**src/rtl/alu_nibble_sequencer.sv**
```systemverilog
// Word-wide operation sequencer around the 4-bit ALU: issues one nibble per clock, LS first, chaining carry.
// Optional `abort` input is enabled by defining ALU_SEQ_ABORT_EN.
module alu_nibble_sequencer #(
    parameter int unsigned NIBBLES = 4
) (
    input  logic                   clk,
    input  logic                   reset_n,
    input  logic                   start,
    input  logic [4*NIBBLES-1:0]   opA,
    input  logic [4*NIBBLES-1:0]   opB,
    input  logic [2:0]             op,
    input  logic                   bank,
    input  logic                   carry_in,
`ifdef ALU_SEQ_ABORT_EN
    input  logic                   abort,
`endif
    output logic                   busy,
    output logic                   done,
    output logic [4*NIBBLES-1:0]   result,
    output logic [3:0]             flags,
    output logic [3:0]             alu_A,
    output logic [3:0]             alu_B,
    output logic [2:0]             alu_op,
    output logic                   alu_cin,
    output logic                   alu_enable,
    output logic                   alu_bank,
    input  logic [3:0]             alu_result,
    input  logic [3:0]             alu_flags
);

    localparam int unsigned W     = 4 * NIBBLES;
    localparam int unsigned REM_W = W - 4;
    localparam int unsigned IDX_W = (NIBBLES > 1) ? $clog2(NIBBLES) : 1;
    localparam logic [IDX_W-1:0] LAST_IDX = IDX_W'(NIBBLES - 1);

    typedef enum logic [0:0] {
        S_IDLE = 1'b0,
        S_RUN  = 1'b1
    } state_t;

    state_t             state_q, state_d;
    logic [IDX_W-1:0]   idx_q, idx_d;
    logic [REM_W-1:0]   a_q, a_d;
    logic [REM_W-1:0]   b_q, b_d;
    logic [REM_W-1:0]   res_q, res_d;
    logic               zacc_q, zacc_d;
    logic               busy_q, busy_d;
    logic               done_q, done_d;
    logic [W-1:0]       result_q, result_d;
    logic [3:0]         flags_q, flags_d;
    logic [3:0]         alu_a_q, alu_a_d;
    logic [3:0]         alu_b_q, alu_b_d;
    logic [2:0]         alu_op_q, alu_op_d;
    logic               alu_cin_q, alu_cin_d;
    logic               alu_bank_q, alu_bank_d;
    logic               abort_c;
    logic [W-1:0]       res_ext_c;

`ifdef ALU_SEQ_ABORT_EN
    assign abort_c = abort;
`else
    assign abort_c = 1'b0;
`endif

    // Collected nibbles so far with the nibble currently on the ALU inserted on top.
    assign res_ext_c = {alu_result, res_q};

    // State register and all registered outputs.
    always_ff @(posedge clk or negedge reset_n) begin
        if (!reset_n) begin
            state_q    <= S_IDLE;
            idx_q      <= '0;
            a_q        <= '0;
            b_q        <= '0;
            res_q      <= '0;
            zacc_q     <= 1'b0;
            busy_q     <= 1'b0;
            done_q     <= 1'b0;
            result_q   <= '0;
            flags_q    <= '0;
            alu_a_q    <= '0;
            alu_b_q    <= '0;
            alu_op_q   <= '0;
            alu_cin_q  <= 1'b0;
            alu_bank_q <= 1'b0;
        end else begin
            state_q    <= state_d;
            idx_q      <= idx_d;
            a_q        <= a_d;
            b_q        <= b_d;
            res_q      <= res_d;
            zacc_q     <= zacc_d;
            busy_q     <= busy_d;
            done_q     <= done_d;
            result_q   <= result_d;
            flags_q    <= flags_d;
            alu_a_q    <= alu_a_d;
            alu_b_q    <= alu_b_d;
            alu_op_q   <= alu_op_d;
            alu_cin_q  <= alu_cin_d;
            alu_bank_q <= alu_bank_d;
        end
    end

    // Next-state logic; ALU drive for the coming cycle is precomputed so it leaves from flops.
    always_comb begin
        state_d    = state_q;
        idx_d      = idx_q;
        a_d        = a_q;
        b_d        = b_q;
        res_d      = res_q;
        zacc_d     = zacc_q;
        done_d     = 1'b0;
        result_d   = result_q;
        flags_d    = flags_q;
        alu_a_d    = 4'h0;
        alu_b_d    = 4'h0;
        alu_op_d   = 3'h0;
        alu_cin_d  = 1'b0;
        alu_bank_d = 1'b0;

        case (state_q)
            S_IDLE: begin
                if (start) begin
                    state_d    = S_RUN;
                    idx_d      = '0;
                    a_d        = opA[W-1:4];
                    b_d        = opB[W-1:4];
                    res_d      = '0;
                    zacc_d     = 1'b1;
                    alu_a_d    = opA[3:0];
                    alu_b_d    = opB[3:0];
                    alu_op_d   = op;
                    alu_bank_d = bank;
                    alu_cin_d  = carry_in;
                end
            end
            S_RUN: begin
                if (abort_c) begin
                    state_d = S_IDLE;
                    idx_d   = '0;
                end else if (idx_q == LAST_IDX) begin
                    state_d  = S_IDLE;
                    idx_d    = '0;
                    done_d   = 1'b1;
                    result_d = res_ext_c;
                    flags_d  = {alu_flags[3], zacc_q & alu_flags[2], alu_flags[1], alu_flags[0]};
                end else begin
                    idx_d      = IDX_W'(idx_q + 1'b1);
                    a_d        = a_q >> 4;
                    b_d        = b_q >> 4;
                    res_d      = res_ext_c[W-1:4];
                    zacc_d     = zacc_q & alu_flags[2];
                    alu_a_d    = a_q[3:0];
                    alu_b_d    = b_q[3:0];
                    alu_op_d   = alu_op_q;
                    alu_bank_d = alu_bank_q;
                    // Carry out of this nibble feeds the next one.
                    alu_cin_d  = alu_flags[0];
                end
            end
            default: begin
                state_d = S_IDLE;
                idx_d   = '0;
            end
        endcase

        busy_d = (state_d == S_RUN);
    end

    assign busy       = busy_q;
    assign done       = done_q;
    assign result     = result_q;
    assign flags      = flags_q;
    assign alu_A      = alu_a_q;
    assign alu_B      = alu_b_q;
    assign alu_op     = alu_op_q;
    assign alu_cin    = alu_cin_q;
    assign alu_bank   = alu_bank_q;
    assign alu_enable = ~busy_q;

endmodule

```
**config.mk**
```make
export PLATFORM = sky130hd
export DESIGN_NAME = alu_nibble_sequencer
export DESIGN_NICKNAME = d
export VERILOG_FILES = /design/src/rtl/alu_nibble_sequencer.sv
export SDC_FILE = /design/constraint.sdc
export NUM_CORES = 1
export LEC_CHECK = 0
export ABC_AREA = 1
export CAP_MARGIN = 40
export CORE_UTILIZATION = 40
export DETAILED_ROUTE_END_ITERATION = 7
export DONT_BUFFER_PORTS = 1
export PLACE_DENSITY = 0.53
export RECOVER_POWER = 100
export SLEW_MARGIN = 20
export SYNTH_ARGS = -nofsm -noshare
export SYNTH_HDL_FRONTEND = slang
export SYNTH_SLANG_ARGS = --single-unit
```
**constraint.sdc**
```tcl
create_clock -name clk -period 2 [get_ports clk]
set_input_delay 0.3 -clock clk [delete_from_list [all_inputs] [get_ports clk]]
set_output_delay 0.3 -clock clk [all_outputs]
set_load 0.02 [all_outputs]
```
==> results.md <==
- Synth Area in Adders: 0.805%
- Fmax: approximately 0.59 GHz
- WHS: -349 ps
- Clk pwr share: approximately a quarter
- Simple-Gate Fraction of Synth Area: between 30% and 40%
- Die area: 0.00813 mm2
- Family with the most delay on the worst path: simple AND/OR/NAND/NOR gates
- Reg-to-Reg Start: busy$_DFF_PN0_
- Combinational family with the most area after synthesis: simple AND/OR/NAND/NOR gates
- Nets: ~420
- Post-DP Area: 0.00315 mm2
- PwrDens: roughly 1800 mW/mm2
- Top-Level Pins: 84
- Slew margin rel.: approximately 57%
- Antenna Cells: 0
- Switch Pwr: 2.40 mW
- Sequential share of the synthesized area: 59.6%
- #FFs+latches synth: 74
- CP startpoint: busy$_DFF_PN0_
- Synth unique cells: 12
- Met2 WL: 2.56 mm
- Top Metal Used: met4
- Sw Share: 40.1%
- H-tree depth: 3
- CTS Root Cell: clkbuf_8
- Clock transition at path regs: 70 ps
- Status: finished, violations left
- Worst path cell trace: inv_1 -> nand2_1 -> buf_4 -> nand2_2 -> nand2_1 -> nand2_1
- Worst EP arrival: 1910 ps
- PnR Total Power: 5.98 mW
- Mapped Cells: 372
- RSZ-0062 raised after global routing: no
- Critical Path End Type: register
- WL final: 6.35 mm
- Final hold vios: 74
- Clk sink count: 74
- Worst path bufs/invs: 2
- Clk_skew: 7.14 ps
- Total of max-cap violations: 0
- Peak supply drop: 0.000639 V
- Layout cells sized above 1: 6.68%
- Effective utilization at floorplan: a little over two fifths
- # fillers: 778
- Antenna violations before repair: 0
- Net Count, Synth: 422
- Minimum clock period: 1680 ps
- Detail Route met3 WL: 444 um
- Maximum clock path buffer count: 2
- Comb pwr share: ~28%
- DRT antenna net count: 0
- Final Cell Area: roughly 0.0034 mm2
- Initial DRC Count: 75
- Row count: 31
- Area Growth Syn to Fin: 9.05%
- Crit Path Max Fanout: 26
- Final Wtd Congestion: 0.735
- Syn Std Cell Area: approximately 0.0031 mm2
- Setup crit start kind: register
- Crit-path most repeated cell: nand2_1
- WS Path Type: register to register
- Worst endpoint required time: about 2200 ps
- Static Leak: 1.91 nW
- Endpoints failing setup: 0
- Total gr overflow: 0
- CP max-delay cell: buf_4
- Die H: 90.2 um
- Largest net degree at the start of global routing: 75
- Global-route wire length before repair: 10.7 mm
- Syn Area/Cell: roughly 8.4 um2
- Worst-Margin Slew: 642 ps
- M1 wire length: 3.24 mm
- Average wire per standard cell: 13.4 um
- Compound-Gate Fraction of Synth Area: less than 1%
- Int Pwr: 3.58 mW
- Final Cycle Share: between 80% and 90%
- Resize count post-CTS: 0
- Crit-path max cell delay: 370 ps
- Post-DP HPWL: 4.01 mm
- Slew Limit Fails: 0
- XOR/XNOR share of the synthesized area: 0%
- Total setup buffers inserted after CTS: 0
- DR vias: 2,227
- Post-route DRC: 0
- Hold Path Class: input pin to async pin
- Pre-antenna DRT Iters: 4
- Sequential power share: 48.0%
- Vias in the first global route: 2,243
- Post-synthesis mux area share: 0%
- Failing checks: hold timing
- Synth warnings: 0
- Core area: 0.00737 mm2
- CTS tree: done
- Insertion delay to the later sink of the worst-skew pair: 340 ps
- Sum Neg Setup Slack: 0 ps
- CTS Buf Count: 9
- Routed vias/inst: 4.71
- Number of buffer cells added on primary ports: 0
- Total global-route track usage: 16.9%
- Die width: 90.2 um
-- cells in the final DEF (no fill, tap or decap) --
cell type,instances
nand3_1,39
dfrtp_1,74
clkbuf_2,1
buf_4,6
nand2_2,1
inv_1,6
clkbuf_8,11
o21ai_0,2
nor2_2,1
clkinv_2,2
bufinv_16,3
ha_1,2
nand2_1,226
-- final cells by class --
class / instances / area (um2) / share of cell area (%)
Sequential cell: 74 / 1850 / 54.6
Multi-Input combinational cell: 271 / 1090 / 32.2
Clock buffer: 11 / 151 / 4.46
Tap cell: 99 / 124 / 3.65
Clock inverter: 5 / 100 / 2.95
Timing Repair Buffer: 7 / 50.0 / 1.48
Inverter: 6 / 22.5 / 0.664
-- power groups by stage --
stage,Combinational (mW),Clock (mW),Sequential (mW)
CTS,1.74,1.47,2.88
finish,1.69,1.42,2.87
global placement,1.70,0,2.90
floorplan,1.47,0,2.82
global route,1.97,1.52,2.96
detailed placement,1.73,0,2.90
-- sequential cells by signal (all words and copies together) (netlist names) --
| register | count |
|---|---|
| a_q | 12 |
| alu_A | 4 |
| alu_B | 4 |
| alu_bank | 1 |
| alu_cin | 1 |
| alu_op | 3 |
| b_q | 12 |
| busy | 1 |
| done | 1 |
| flags | 4 |
| idx_q | 2 |
| res_q | 12 |
| result | 16 |
| zacc_q | 1 |
-- cells in the mapped netlist --
cell type / number / area [um2]
nor2_2: 1 / 6.26
nand2_2: 3 / 18.8
inv_1: 5 / 18.8
dfrtp_1: 74 / 1850
inv_2: 1 / 3.75
buf_6: 1 / 11.3
nand2_1: 224 / 841
nand3_1: 39 / 195
o21ai_0: 2 / 10.0
buf_4: 11 / 82.6
buf_2: 9 / 45.0
ha_1: 2 / 25.0
-- worst paths after layout --
check | slack, ps | depth (start not counted) | to
max in group asynchronous | 2220 | 0 | alu_bank$_DFFE_PN0P_
setup reg to reg | 320 | 6 | a_q[1]$_DFFE_PN0P_
setup / recovery | 320 | 6 | a_q[1]$_DFFE_PN0P_
hold reg to reg | 470 | 2 | result[1]$_DFFE_PN0P_
min in group clk | 70 | 2 | alu_A[0]$_DFF_PN0_
hold / removal | -350 | 0 | alu_A[3]$_DFF_PN0_
-- per-layer routing --
layer / up-vias / global-route usage, %
met2: 69 / 24.1
met4: 0 / 6.85
li1: 1140 / -
met3: 10 / 5.41
met1: 1008 / 23.8
met5: - / 0
-- cell families (layout without fill, tap and decap cells) --
kind of cell,count (synthesis),count (layout)
flops,74,74
buf+inv,27,29
compound gates,2,2
fa+ha+maj,2,2
simple gates,267,267
-- per-stage QoR --
stage,utilization [%],setup WS [ps],hold WS (ps),instances
floorplan,-,708,4.41,372
global placement,42.7,475,5.97,457
detailed placement,42.7,458,5.97,457
CTS,46.1,437,-369,473
global route,46.0,158,-376,473
finish,46.0,316,-349,473
No activity file was read; power rests on OpenSTA's default activity.
